$ cat src/rtl/game_controller.sv
// Battleship game sequencer: one-hot phase strobes decoded from state, player turn timer, metered PC attack.
// Latency: 1 cycle from sampled flag/press to next phase; no backpressure, board flags are level inputs.
module game_controller #(
  parameter int unsigned CLK_HZ          = 25_000_000,
  parameter int unsigned TURN_SECONDS    = 15,
  parameter int unsigned PC_DELAY_CYCLES = 25_000_000,
  parameter int unsigned MAX_SHIPS       = 5
) (
  input  logic       clk,
  input  logic       rst,
  input  logic       start_button,
  input  logic [2:0] ship_count_sw,
  input  logic       finished_placing,
  input  logic       finished_setUp,
  input  logic       player_has_move,
  input  logic       pc_has_move,
  input  logic       pc_ships_zero,
  input  logic       player_ships_zero,
  output logic       colocation_ships_State,
  output logic       setup_State,
  output logic       player_turn_State,
  output logic       pc_turn_State,
  output logic       win_State,
  output logic       lose_State,
  output logic [2:0] player_ship_amount_define,
  output logic [4:0] seconds_left,
  output logic       turn_timeout,
  output logic [2:0] game_state
);

  localparam int unsigned PW = (CLK_HZ > 1) ? $clog2(CLK_HZ) : 1;
  localparam int unsigned DW = (PC_DELAY_CYCLES > 1) ? $clog2(PC_DELAY_CYCLES) : 1;
  localparam logic [PW-1:0] PRE_LAST = PW'(CLK_HZ - 1);
  localparam logic [DW-1:0] DLY_LAST = DW'(PC_DELAY_CYCLES - 1);
  localparam logic [4:0]    SEC_LOAD = 5'(TURN_SECONDS);
  localparam logic [2:0]    SHIP_MAX = 3'(MAX_SHIPS);

  typedef enum logic [2:0] {
    IDLE    = 3'd0,
    PLACE   = 3'd1,
    SETUP   = 3'd2,
    PLAYER  = 3'd3,
    PC_WAIT = 3'd4,
    PC_FIRE = 3'd5,
    WIN     = 3'd6,
    LOSE    = 3'd7
  } state_t;

  state_t        state;
  logic          btn_prev;
  logic [PW-1:0] prescaler;
  logic [DW-1:0] delay_cnt;
  logic          press;
  logic          tick;
  logic [2:0]    ship_clamped;

  // Button history resets high, so a button held low out of reset counts as one press.
  assign press = btn_prev & ~start_button;
  assign tick  = (prescaler == PRE_LAST);

  always_comb begin
    ship_clamped = ship_count_sw;
    if (ship_count_sw == 3'd0)
      ship_clamped = 3'd1;
    else if (ship_count_sw > SHIP_MAX)
      ship_clamped = SHIP_MAX;
  end

  always_ff @(posedge clk) begin
    if (!rst) begin
      state                     <= IDLE;
      btn_prev                  <= 1'b1;
      prescaler                 <= '0;
      delay_cnt                 <= '0;
      seconds_left              <= 5'd0;
      turn_timeout              <= 1'b0;
      player_ship_amount_define <= 3'd1;
    end else begin
      btn_prev     <= start_button;
      turn_timeout <= 1'b0;
      case (state)
        IDLE: if (press) begin
          state                     <= PLACE;
          player_ship_amount_define <= ship_clamped;
        end
        PLACE: if (finished_placing) state <= SETUP;
        SETUP: if (finished_setUp) begin
          state        <= PLAYER;
          seconds_left <= SEC_LOAD;
          prescaler    <= '0;
        end
        PLAYER: begin
          prescaler <= tick ? '0 : prescaler + 1'b1;
          if (pc_ships_zero) begin
            state        <= WIN;
            seconds_left <= 5'd0;
          end else if (player_has_move) begin
            state        <= PC_WAIT;
            seconds_left <= 5'd0;
            delay_cnt    <= '0;
          end else if (tick) begin
            if (seconds_left <= 5'd1) begin
              state        <= PC_WAIT;
              seconds_left <= 5'd0;
              delay_cnt    <= '0;
              turn_timeout <= 1'b1;
            end else begin
              seconds_left <= seconds_left - 5'd1;
            end
          end
        end
        PC_WAIT: begin
          if (pc_ships_zero)
            state <= WIN;
          else if (delay_cnt == DLY_LAST)
            state <= PC_FIRE;
          else
            delay_cnt <= delay_cnt + 1'b1;
        end
        // A PC shot at an already-hit cell leaves pc_has_move low; keep firing until it lands.
        PC_FIRE: begin
          if (pc_ships_zero)
            state <= WIN;
          else if (player_ships_zero)
            state <= LOSE;
          else if (pc_has_move) begin
            state        <= PLAYER;
            seconds_left <= SEC_LOAD;
            prescaler    <= '0;
          end
        end
        default: state <= state;
      endcase
    end
  end

  assign colocation_ships_State = (state == PLACE);
  assign setup_State            = (state == SETUP);
  assign player_turn_State      = (state == PLAYER);
  assign pc_turn_State          = (state == PC_FIRE);
  assign win_State              = (state == WIN);
  assign lose_State             = (state == LOSE);
  assign game_state             = state;

endmodule

$ cat config.mk
export PLATFORM = sky130hd
export DESIGN_NAME = game_controller
export DESIGN_NICKNAME = d
export VERILOG_FILES = /design/src/rtl/game_controller.sv
export SDC_FILE = /design/constraint.sdc
export NUM_CORES = 1
export LEC_CHECK = 0
export CAP_MARGIN = 30
export CORE_UTILIZATION = 30
export CTS_CLUSTER_DIAMETER = 30
export CTS_CLUSTER_SIZE = 40
export DETAILED_ROUTE_END_ITERATION = 10
export GPL_TIMING_DRIVEN = 0
export PLACE_DENSITY = 0.52
export SLEW_MARGIN = 20
export SYNTH_ARGS = -nofsm -noshare
export SYNTH_HDL_FRONTEND = slang
export SYNTH_SLANG_ARGS = --single-unit
$ cat constraint.sdc
create_clock -name clk -period 2.5 [get_ports clk]
set_clock_uncertainty 0.1 [all_clocks]
set_input_delay 0.5 -clock clk [delete_from_list [all_inputs] [get_ports clk]]
set_output_delay 0.5 -clock clk [all_outputs]
set_load 0.005 [all_outputs]
# == After elaboration in Yosys (flattened, before gate mapping) ==
# Index checks and enable logic that the tools add are counted.
# classes
addsub,3
magnitude_cmp,2
eq_ne,24
mux,38
bitwise_logic,5
n_reduce_logical,11
# ops
op,n
25-bit 2-to-1 mux,11
25-bit case mux with 3 select lines,1
25-bit by 1-bit adder with 25-bit output (second input constant),2
25-bit equality test (second input constant),2
25-bit case mux with 2 select lines,1
3-bit 2-to-1 mux,14
5-bit 2-to-1 mux,8
2-bit != test (second input constant),9
3-bit case mux with 6 select lines,1
5-bit case mux with 3 select lines,1
3-bit equality test (second input constant),4
6-bit AND reduction,2
4-bit by 3-bit != test with 1-bit output (second input constant),2
8-bit AND reduction,1
3-bit by 2-bit equality test with 1-bit output (second input constant),2
3-bit zero test,2
3-bit by 2-bit != test with 1-bit output (second input constant),2
6-bit nonzero test,1
5-bit by 1-bit less-or-equal comparator with 1-bit output (second input constant),1
5-bit AND reduction,1
5-bit OR reduction,1
5-bit by 1-bit subtractor with 5-bit output (second input constant),1
4-bit != test (second input constant),1
1-bit NOT,4
8 further kinds,8
# word_totals
regBits,63
in_bits,12
output_inout_bits,18
word_cells,90

# == Logic depth before layout (Yosys ltp) ==
# Gate-level depths: netlist of the first run.
# logic_depth
word_depth,6
mapped_depth,8

# == Least setup slack after synthesis of the first run ==
# No wires, ideal clock.
# synth_path
path_type,input-to-reg
startpoint,input port start_button
endpoint,register state[1] (netlist: game_state[1])
setup_ps,119
arrival_time_ps,1918
t_required_ps,2281
setup_slack_ps,364
cell_stages,6
n_path_buf,0
cell_sequence,or3b_2 -> a31oi_1 -> a21oi_1 -> a311oi_2 -> o21ai_0 -> o221a_2
# synth_between
elab_chain_len,4
# synth_lines
item,line_no,rtl
start: declaration,11,"input logic start_button,"
1-bit NOT,58,assign press = btn_prev & ~start_button;
1-bit AND,58,
2-bit != test (no source line),n/a,
8-bit AND reduction (no source line),n/a,
end signal: assignment,132,default: state <= state;
end: declaration,49,state_t state;
# No other way between the ends.
# A chain may end at the register's enable or synchronous reset.

# == Worst setup path in the final report of the first run ==
# layout_path
startpoint,register delay_cnt[0]
endpoint,register state[1] (netlist: game_state[1])
# layout_between
elab_chain_len,3
# layout_lines
item,line_no,rtl
start: declaration,52,logic [DW-1:0] delay_cnt;
start signal: assignment,118,delay_cnt <= delay_cnt + 1'b1;
25-bit equality test,115,else if (delay_cnt == DLY_LAST)
3-bit != test (no source line),n/a,
8-bit AND reduction (no source line),n/a,
# No other way between the ends.

==> results of run 1 <==
## metal layers
metal	vias to the layer above	global-route usage
met4	0	0.0587
met2	82	0.239
met1	1539	0.240
li1	1615	-
met3	9	0.0424
met5	-	0
## cells in the mapped netlist (all sizes together) (7+ instances only)
cell and n:
a21oi 19, a311oi 7, a31oi 14, and4 9, buf 7, clkbuf 9, dfxtp 63, inv 11
nand2 41, nand3 15, nand4 17, nor2 52, nor3 13, nor4 7, o21ai 26, xor2 15
## area by class of cell
type | instances | area (um^2)
timing repair buffer | 36 | 345
multi-input combinational | 319 | 2070
buffer | 16 | 81.3
inverter | 11 | 43.8
sequential | 63 | 1260
clock buffer | 12 | 155
fill | 1116 | 6690
clock inverter | 4 | 20.0
tap | 140 | 175
## worst register-to-register path, stage by stage, from the launching register on
cell and delay, ns:
sky130_fd_sc_hd__dfxtp_1 0.38, sky130_fd_sc_hd__ha_2 0.22, sky130_fd_sc_hd__nand4_1 0.19, sky130_fd_sc_hd__nand4b_1 0.30
sky130_fd_sc_hd__o21a_4 0.30, sky130_fd_sc_hd__a311oi_4 0.39, sky130_fd_sc_hd__o21ai_1 0.15, sky130_fd_sc_hd__o221a_2 0.27
## cell families after synthesis
group / count (synthesis)
simple gates: 191
compound gates: 101
xor+xnor: 21
mux: 2
buf+inv: 27
fa+ha+maj: 4
flops: 63
## state kept, by name, summed over array words and instances, names as in the netlist
name                       cells
game_state                     3
btn_prev                       1
player_ship_amount_define      3
prescaler                     25
seconds_left                   5
delay_cnt                     25
turn_timeout                   1
## final timing paths
kind,end,start,slack (ns),depth (start not counted)
setup reg to reg,game_state[1],delay_cnt[0],0.07,7
setup / recovery,game_state[1],delay_cnt[0],0.07,7
hold reg to reg,delay_cnt[1],delay_cnt[1],0.38,2
hold / removal,delay_cnt[1],delay_cnt[1],0.38,2
## power by group
part	internal [uW]	switching, uW	leakage (uW)
combinational	368	439	0.000801
sequential	1060	60.7	0.000509
clock	407	405	0.0000959
## through the flow
step / cells / TNS (ns) / hold slack [ns] / power, uW / util
finish: 601 / 0 / 0.383 / 2740 / 0.383
global route: 601 / -0.609 / 0.408 / 2910 / 0.383
CTS: 594 / 0 / 0.381 / 2660 / 0.369
detailed placement: 578 / -11.06 / 0.353 / 1840 / 0.351
global placement: 578 / -11.20 / 0.343 / 1840 / 0.351
floorplan: 409 / 0 / 0.331 / 1560 / -
## layout by cell type, fill, tap and decap left out, drive strengths merged, types with 6 or more instances in the layout
| cell | instances |
|---|---|
| nand2 | 41 |
| dfxtp | 63 |
| nor4 | 7 |
| inv | 11 |
| a311oi | 7 |
| buf | 14 |
| nor3 | 13 |
| xor2 | 15 |
| nand4 | 17 |
| xnor2 | 6 |
| clkbuf | 21 |
| a21oi | 19 |
| nor2 | 52 |
| clkdlybuf4s50 | 28 |
| a31oi | 14 |
| nand3 | 15 |
| and4 | 9 |
| o21ai | 26 |
## what timing repair did
action,in CTS,in global routing
pin swaps,0,3
gates resized for setup,6,24
setup endpoints to repair,13,53
setup buffers,0,7
==> out/summary.md, run 1 <==
Routability-driven placement finished with a final weighted congestion of 0.785. The number of antenna violations at the first check in global routing is 0, and the area share of the leading cell type in the synthesized netlist is 0.377. The run gives 409 as the synthesized netlist cell count. Counting flops and latches in the post-synthesis netlist gives 63. Yosys mapped the design onto 61 distinct sky130hd cell types. The fraction of layout instances using a drive strength above 1 came out at 0.124. The main combinational cell family by area after synthesis was simple AND/OR/NAND/NOR gates. The floorplan step set the die height to 108 um. The routed length per placed instance was 15.3 um.

Once detail routing completed, the nets flagged for antenna violations numbered 0. STA puts the critical path data required time at 2.64 ns. Setup repair after global routing could not meet its margin everywhere.

The longest clock path from root to sink contains 2 buffers. The path class of the tightest hold or removal check is flop to flop. The slowest stage of the critical path is the sky130_fd_sc_hd__a311oi_4 cell. VDD sags by at most 0.248 mV. Clock-pin slew was measured on the worst setup and hold paths at 0.07 ns. Entering global routing, the biggest net connects 11 pins. The vias per cell came out at 5.40. Sorting the synthesized cells by area gives the leading types as sky130_fd_sc_hd__dfxtp_1 (38%), sky130_fd_sc_hd__nor2_1 (5.7%), sky130_fd_sc_hd__nand2_1 (4.6%), sky130_fd_sc_hd__xor2_1 (3.9%), sky130_fd_sc_hd__o21ai_0 (3.4%). The tool flagged a number of max-cap violations equal to 0. The maximum clock rate was 412 MHz; the buffer and inverter count on the worst path was 0.

Dividing total power by cell area gives a power density of 659 nW/um^2. The post-synthesis compound-gate area fraction was 0.209. For this run, the leading register cell type out of synthesis is sky130_fd_sc_hd__dfxtp_1. In the final design database the tool counted 472 nets. Number of H-tree branching levels: 3. The run gives 3810 um^2 as the instance area at placement. The detailed-routing wirelength on met1 was 4740 um. The die span in x works out to 108 um. Setup slack closes at 0.0741 ns. The number of clock buffers added by TritonCTS is 9.

The multiplexer share of the synthesized area was 0.00599; the net count after synthesis was 425. Subtracting the final worst setup slack from the clock period gives 2.43 ns. For the number of global-route vias before repair, the log shows 2893. The run gives 4 as the number of optimization iterations in the first detailed-route pass.

The final hold violation count is 0, and the overall die area is 11600 um^2. Wire length reported by the detailed router: 9210 um. In the detailed route, the total length drawn on met2 is 3900 um. The synthesized-area fraction occupied by adder cells was 0.0150; the standby leakage power was 0.00141 uW. The post-synthesis share of cell area spent on xor and xnor gates was 0.0550. For the total routing resource utilization after global routing, the log shows 0.167. The run finished with clean final reports. For the data arrival time of the worst path, the log shows 2.57 ns.

The maximum fanout along the worst path came out at 7. In this run, synthesis inferred 0 flip-flops with an integrated enable. The leftover overflow at the end of global routing came out at 0. The largest total area in the synthesized netlist belongs to sky130_fd_sc_hd__dfxtp_1. Summed over all nets, wire length on met3 after detailed routing comes to 460 um. The sequential share of the synthesized area was 0.377; the violation count after the first detailed-route iteration was 180. The first global-routing pass estimated 15000 um of wire. The type of origin of the critical path is a flop.

The fraction of the cycle the final worst path needs came out at 0.970. The area fraction in and, or, nand and nor cells after synthesis is 0.303. Area added between synthesis and finish: 24.3%.

Averaged over all synthesized cells, the footprint is 8.17 um^2. The classification of the worst setup path is flop to flop. The number of sinks on the clock net is 63, and the starting density of the core is 0.308. The async set-or-reset flop fraction in the synthesized netlist was 0. In this run, post-CTS hold repair placed 0 buffers. Routed signal wires occupy layers up through met4. The signal on the critical path passes through ha_2 -> nand4_1 -> nand4b_1 -> o21a_4 -> a311oi_4 -> o21ai_1 -> o221a_2.

The tools report the total count of max-transition violations in the final report as 0. Prior to clock tree synthesis, the placed netlist has a worst setup slack of -0.425 ns. The Yosys step of the flow raised 0 warnings. Pin placement for this block handled 30 I/O pins. TritonCTS built the clock tree. The mapped netlist covers 3340 um^2.

The delay of the slowest critical-path stage works out to 0.39 ns. The cell chosen for the clock root is sky130_fd_sc_hd__clkbuf_8. The HPWL after detailed placement came out at 6200 um.

The number of I/O port buffers is 29. The latest clock arrival within the worst-skew pair is 0.36 ns, and the core area is 10800 um^2. The top cell family by delay on the critical path was compound AO/OA/AOI/OAI gates. The critical path endpoint category is a flop. The relative max-transition margin was 0.522. For the number of design rule violations left after detail routing, the log shows 0. The logs give 0 for the number of antenna repair diodes and 4150 um^2 for the final design area excluding fillers. For the pin with the worst max-slew slack, the measured transition is 0.711 ns. For the number of rows created at floorplan, the log shows 38.

Setup violations remaining at the end of the flow were counted as 0. The via count was 3245.
Note: power is estimated with default switching activity, not from simulation.
==> run 2, diff against run 1 <==
- CORE_MARGIN: not set -> 2
==> run 2 against run 1 <==
Against the previous run: total power increased by 4.2%; clock power grew 21%; worst setup slack improved by 0.0016 ns; register-to-register slack gained 0.04 ns; sequential power hardly changed; via count decreased by 1.2%; final area decreased by 1.3%; global-route usage down 0.88 points; count of clock-buffer cells in the layout is 2 lower; largest cell class unchanged; die area grew 3.8%; highest routed layer unchanged.
==> out/summary.md, run 2 (same netlist as run 1, synthesis figures left out) <==
The tools report the top-level I/O count as 30 (unchanged). The startpoint identified for the worst hold timing path is delay_cnt[14]. The tools report the total count of max-transition violations in the final report as 0 (unchanged). The number of antenna violations at the first check in global routing is 0 (unchanged).

The worst-margin pin slew was 0.832 ns (+0.121 ns); the vias per cell was 5.40 (about the same). The tools report the met3 routed wirelength as 472 um (+2.6%). The power per cell area works out to 695 nW/um^2 (+5.6%). Maximum clock rate: 412 MHz (about the same). The critical path is of the flop to primary output type.

The number of sinks on the clock net is 63 (unchanged). Number of rows created at floorplan: 38 (unchanged). The flow ran to the end, and the final reports show no timing, DRC or antenna violations.

The standby leakage power is 0.00134 uW (-4.7%), and the number of I/O port buffers is 29 (unchanged). The number of H-tree branching levels was 3 (unchanged). The wire length reported by the detailed router is 9070 um (-1.6%), and the fraction of layout instances using a drive strength above 1 is 0.106 (-0.0179).

The tree is rooted in a sky130_fd_sc_hd__clkbuf_8. The y dimension of the die was 110 um (+1.9%); the final hold violation count was 0 (unchanged). The data required time of the worst path was 1.90 ns (-0.74 ns). The tools report the sink of the worst hold path as delay_cnt[14]. The overall die area came out at 12000 um^2 (+3.8%). Violation count after the first detailed-route iteration: 212 (+18%). The total routing resource utilization after global routing was 0.158 (-0.00880). The tools report the setup TNS after final layout as 0 ns (unchanged). The run gives 465 (-1.5%) as the net count of the finished layout. The number of design rule violations left after detail routing was 0 (unchanged). The critical register-to-register path startpoint was game_state[2].

The class of the tightest hold or removal check was flop to flop. The starting density of the core came out at 0.308 (unchanged). The number of inserted filler cells in the final layout came out at 1117 (+0.090%). Maximum buffer depth of the clock tree: 2 (unchanged).

The clock buffer count from CTS was 9 (unchanged); the final design area excluding fillers was 4100 um^2 (-1.3%). The instance count along the most critical hold path is 1 (-1), and the routed length on met2 is 3750 um (-3.9%). Setup repair after global routing could not meet its margin everywhere. The count of final setup violators was 0 (unchanged). The tools report the max-capacitance violation count as 0 (unchanged). The maximum number of pins on one net before global-route repair is 12 (+1), and the data arrival time of the worst path is 1.82 ns (-0.75 ns). The top cell types in the final layout, fill and taps aside, are sky130_fd_sc_hd__dfxtp_1 (63), sky130_fd_sc_hd__nor2_1 (51), sky130_fd_sc_hd__nand2_1 (40). The worst reg-to-reg path cell count was 8 (+1). The fraction of the cycle the final worst path needs is 0.970 (about the same).

The routed length per placed instance is 15.3 um (-0.41%). The final estimated routing congestion in global placement came out at 0.806 (+2.6%). The clock period minus final worst setup slack works out to 2.42 ns (-0.00158 ns). The global-route wire length before repair came out at 14700 um (-1.8%).

Maximum fanout along the worst path: 10 (+3). Highest ir drop seen on vdd: 0.331 mV (+34%). The highest metal layer carrying signal wires in the routed design is met4.

The latest clock arrival within the worst-skew pair came out at 0.35 ns (about the same). The relative max-transition margin was 0.441 (-0.0811). The number of nets still failing antenna checks after routing came out at 0 (unchanged).

The number of global-route vias before repair is 2955 (+2.1%). For the core area, the log shows 10800 um^2 (unchanged). The die span in x is 110 um (+1.9%). The run gives 0 (unchanged) as the leftover overflow at the end of global routing.

For the HPWL after detailed placement, the log shows 6280 um (+1.3%). Relative to the synthesized area, the layout overhead comes to 22.7%. Clock-pin slew on the worst setup and hold paths: 0.07 ns (about the same). The endpoint identified for the worst register-to-register timing path is delay_cnt[1].

The most common cell after layout, fill and taps aside is sky130_fd_sc_hd__dfxtp_1. For the hold-fix buffer count after cts, the log shows 0 (unchanged). The tools report the count of placed standard cells in the final layout, fillers left out as 594 (-1.2%).

The run gives 0.11 ns (+0.04 ns) as the worst reg-to-reg setup slack. The worst setup path is captured at a primary output. The cell total after placement is 578 (unchanged). The worst setup path is launched from a flop. The run gives 4 (unchanged) as the number of optimization iterations in the first detailed-route pass.

The area taken by multi-input logic gates is 2030 um^2 (-1.9%). The instance area at placement is 3810 um^2 (unchanged). For the detailed-routing wirelength on met1, the log shows 4690 um (-1.2%).

TritonCTS built the clock tree. Number of antenna repair diodes: 0 (unchanged). In the final layout, the registers with the most flip-flops are delay_cnt x25, prescaler x25, seconds_left x5. The flip-flop and latch area is 1260 um^2 (unchanged). The via count came out at 3207 (-1.2%).
run 2: cell types whose count changed in the layout (fill, tap and decap cells not counted), moves of 2 or more:
| cell | change |
|---|---|
| sky130_fd_sc_hd__clkinv_2 | -2 |
| sky130_fd_sc_hd__clkinvlp_4 | +2 |
| sky130_fd_sc_hd__buf_4 | -8 |
| sky130_fd_sc_hd__clkbuf_2 | +2 |
| sky130_fd_sc_hd__clkbuf_8 | -2 |
| sky130_fd_sc_hd__bufinv_16 | +2 |
| sky130_fd_sc_hd__nor3_1 | +2 |
run 2: per-stage QoR:
| stage | setup WS (ns) | power (uW) | hold slack (ns) | util |
|---|---|---|---|---|
| 6_report | 0.0757 | 2850 | 0.377 | 0.378 |
| 5_1_grt | -0.0364 | 3020 | 0.399 | 0.378 |
| 4_1_cts | 0.0137 | 2830 | 0.378 | 0.372 |
| 3_5_place_dp | -0.440 | 1840 | 0.362 | 0.351 |
| 3_3_place_gp | -0.472 | 1840 | 0.342 | 0.351 |
| 2_1_floorplan | 0.364 | 1560 | 0.331 | - |
run 2: worst max-delay path, cell delays in order, from the launching register on:
cell and delay, ns:
sky130_fd_sc_hd__dfxtp_1 0.33, sky130_fd_sc_hd__buf_2 0.18, sky130_fd_sc_hd__nor2b_2 0.21, sky130_fd_sc_hd__nand2_4 0.13, sky130_fd_sc_hd__inv_4 0.11, sky130_fd_sc_hd__clkdlybuf4s50_1 0.51
run 2: worst max-delay path by stage:
stage,cells after the start,end,slack (ns),start
final,5,player_turn_State,0.08,game_state[2]
after CTS,3,lose_State,0.01,game_state[0]
after global placement,7,prescaler[24],-0.47,pc_ships_zero
after floorplan,6,game_state[1],0.36,start_button
after global routing,7,game_state[1],-0.04,delay_cnt[0]
after detailed placement,7,prescaler[24],-0.44,pc_ships_zero
run 2: repair_timing:
| item | in CTS | in global routing |
|---|---|---|
| gates resized for setup | 7 | 18 |
| cloned | 0 | 0 |
| setup buffers | 0 | 0 |
| endpoints found under the setup margin | 15 | 42 |
| pin swaps | 0 | 1 |
run 2: area by class of cell:
cell class / count / area share
multi-input combinational: 319 / 0.496
clock buffer: 10 / 0.0311
sequential: 63 / 0.308
tap: 140 / 0.0427
buffer: 16 / 0.0205
clock inverter: 6 / 0.0208
timing repair buffer: 29 / 0.0705
inverter: 11 / 0.0107
run 2: report_power, final:
part | leakage, uW | internal (uW) | switching (uW) | total [uW]
Combinational | 0.000729 | 333 | 417 | 749
Sequential | 0.000509 | 1060 | 60.4 | 1120
Clock | 0.000102 | 558 | 426 | 984
run 2: layer usage:
| layer | global-route usage | vias up |
|---|---|---|
| li1 | - | 1609 |
| met1 | 0.219 | 1513 |
| met2 | 0.238 | 73 |
| met3 | 0.0290 | 12 |
| met4 | 0.0732 | 0 |
| met5 | 0 | - |
==> run 3, diff against run 2 <==
- CAP_MARGIN: 30 -> 0
- PLACE_DENSITY: 0.52 -> 0.54
==> run 3 against run 2 <==
Against the previous run: register-to-register slack worse by 0.03 ns; wire length about the same; non-clock buffer count up 6; die area unchanged; worst hold slack worse by 0.0024 ns; total power down 4.9%; clock power down 20%; critical endpoint is now game_state[1]; largest cell class unchanged.
==> out/summary.md, run 3 (same netlist as run 1, synthesis figures left out) <==
The maximum fanout along the worst path is 6 (-4). Combinational share of power: 0.296 (+0.033). The logs give 2 (unchanged) for the maximum buffer depth of the clock tree and 0 (unchanged) for the number of nets still failing antenna checks after routing. The run gives 414 MHz (+0.25%) as the maximum clock rate. The logs give 471 (+1.3%) for the net count of the finished layout and 3260 (+1.7%) for the via count. The worst-margin pin slew is 0.692 ns (-0.140 ns). Leaving out fill and tap cells, the most frequent cells in the layout are sky130_fd_sc_hd__dfxtp_1 (63), sky130_fd_sc_hd__nor2_1 (50), sky130_fd_sc_hd__nand2_1 (40). The tightest min-delay check is of the flop to flop type. The violation count after the first detailed-route iteration is 228 (+7.5%), and the number of H-tree branching levels is 3 (unchanged). The net switching power was 886 uW (-1.9%). The area growth from synthesis to layout is 23.9%. The largest registers in the layout are delay_cnt x25, prescaler x25, seconds_left x5. The data arrival time of the worst path is 2.56 ns (+0.74 ns). The max-capacitance violation count was 0 (unchanged).

The logs give 1820 uW (-6.3%) for the internal power contribution and 6 (+2) for the number of optimization iterations in the first detailed-route pass. The met2 usage in global routing is 0.232 (-0.00573), and the final design area excluding fillers is 4140 um^2 (+1.0%). The clock share of power was 0.292 (-0.053); the global-route wire length before repair was 14800 um (+0.66%).

Final worst slack: 0.0817 ns (+0.00600 ns). The total routing resource utilization after global routing is 0.161 (+0.00243). The clock period minus final worst setup slack was 2.42 ns (-0.00600 ns); the standby leakage power was 0.00139 uW (+3.7%). Setup repair after global routing could not meet its margin everywhere.

The total count of max-transition violations in the final report is 0 (unchanged), and the power per cell area is 655 nW/um^2 (-5.8%). The tools report the count of final setup violators as 0 (unchanged). Cell chosen for the clock root: sky130_fd_sc_hd__clkbuf_8. The clock buffer count from CTS is 9 (unchanged), and the y dimension of the die is 110 um (unchanged).

The tools report the cell total after placement as 578 (unchanged). The tools report the critical register-to-register path startpoint as delay_cnt[0]. The number of inserted filler cells in the final layout is 1142 (+2.2%), and the latest clock arrival within the worst-skew pair is 0.35 ns (about the same). The run gives 0.412 (+0.020) as the sequential power share. The worst reg-to-reg setup slack was 0.08 ns (-0.03 ns). The wire length reported by the detailed router came out at 9070 um (about the same).

The overall die area came out at 12000 um^2 (unchanged). The die span in x is 110 um (unchanged). For the number of sinks on the clock net, the log shows 63 (unchanged). The tools report the top-level I/O count as 30 (unchanged). The fraction of the cycle the final worst path needs works out to 0.967 (-0.00240). The worst reg-to-reg path cell count was 8 (unchanged); the instance area at placement was 3810 um^2 (unchanged). The tools report the number of global-route vias before repair as 3000 (+1.5%).

TritonCTS built the clock tree. The clock-pin slew on the worst setup and hold paths is 0.07 ns (about the same), and the maximum number of pins on one net before global-route repair is 11 (-1). The worst reg2reg path endpoint was game_state[1]. The run gives 38 (unchanged) as the number of rows created at floorplan.

Routed length per placed instance: 15.2 um (-0.59%). Core area: 10800 um^2 (unchanged). Final estimated routing congestion in global placement: 0.787 (-2.3%). The number of antenna violations at the first check in global routing is 0 (unchanged). The highest ir drop seen on vdd is 0.248 mV (-25%), and the met1 usage is 0.227 (+0.00847). The fraction of layout instances using a drive strength above 1 was 0.116 (+0.00999). Count of placed standard cells in the final layout, fillers left out: 598 (+0.67%). The critical path is of the flop to flop type.

The run gives 0.539 (+0.0981) as the relative max-transition margin. The tools report the data required time of the worst path as 2.65 ns (+0.75 ns). The worst setup path is launched from a flop. The logs give -0.447 ns (-0.00702 ns) for the pre-CTS setup slack and 0 (unchanged) for the number of design rule violations left after detail routing.

The vias per cell is 5.45 (+0.97%). The leftover overflow at the end of global routing is 0 (unchanged), and the met3 track demand over resource in global routing is 0.0338 (+0.00474). The worst setup path is captured at a flop.

Final hold violation count: 0 (unchanged). The most congested layer reported by global routing was met2. The switching part of the total power was 0.327 (+0.00990). The most critical setup path has its startpoint at delay_cnt[0].

In this run the worst setup path terminates at game_state[1]. The logs give 2710 uW (-4.9%) for the overall power consumption and 0.375 ns (-0.00237 ns) for the worst hold slack after final layout. The number of I/O port buffers was 29 (unchanged); the HPWL after detailed placement was 6280 um (about the same). The flow ran to the end, and the final reports show no timing, DRC or antenna violations. Number of antenna repair diodes: 0 (unchanged).

The run gives 0.308 (unchanged) as the starting density of the core. Leaving out fill and tap cells, the most frequent cell in the layout is sky130_fd_sc_hd__dfxtp_1.
==> run 3: worst max-delay path, stage by stage, from the launching register on <==
cell	delay (ns)
sky130_fd_sc_hd__dfxtp_1	0.38
sky130_fd_sc_hd__ha_2	0.22
sky130_fd_sc_hd__nand4_1	0.19
sky130_fd_sc_hd__nand4b_1	0.29
sky130_fd_sc_hd__o21a_4	0.28
sky130_fd_sc_hd__buf_12	0.13
sky130_fd_sc_hd__a311oi_4	0.31
sky130_fd_sc_hd__o21ai_1	0.15
sky130_fd_sc_hd__o221a_2	0.27
==> run 3: per-stage QoR <==
| step | util | TNS [ns] |
|---|---|---|
| final | 0.382 | 0 |
| after global routing | 0.382 | -0.160 |
| after CTS | 0.370 | -0.00203 |
| after detailed placement | 0.351 | -10.80 |
| after global placement | 0.351 | -11.28 |
| after floorplan | - | 0 |
==> run 3: layer usage <==
metal  wire, um  up-vias
met1       4540     1547
met5          0        -
met3        557       10
met2       3790       94
li1           -     1609
met4        182        0
==> run 3: timing repair <==
item,CTS,global route
endpoints found under the setup margin,20,43
setup buffers,2,4
gates resized for setup,8,24
pin swaps,1,2
hold buffers,0,0
==> run 3: cell type report <==
class	instances	area, um^2	area share
clock inverters	1	5.00	0.00121
inverters	11	43.8	0.0106
clock buffers	13	159	0.0384
flip-flops and latches	63	1260	0.305
well taps	140	175	0.0423
plain buffers	16	86.3	0.0209
repair buffers	35	350	0.0846
multi-input cells	319	2060	0.497
==> run 3: how the worst min path moves through the flow <==
stage          slack [ns]           from            end  depth (start not counted)
6_report             0.37  delay_cnt[22]  delay_cnt[22]                          1
3_5_place_dp         0.36  delay_cnt[22]  delay_cnt[22]                          1
3_3_place_gp         0.34  delay_cnt[22]  delay_cnt[22]                          1
5_1_grt              0.38  delay_cnt[22]  delay_cnt[22]                          1
4_1_cts              0.37  delay_cnt[22]  delay_cnt[22]                          1
2_1_floorplan        0.33  delay_cnt[22]  delay_cnt[22]                          1
==> run 3: power groups by stage <==
stage	Clock (uW)	Combinational [uW]	Sequential, uW
floorplan	0	434	1130
global placement	0	701	1140
detailed placement	0	706	1140
CTS	808	724	1120
global route	852	895	1130
finish	792	802	1120
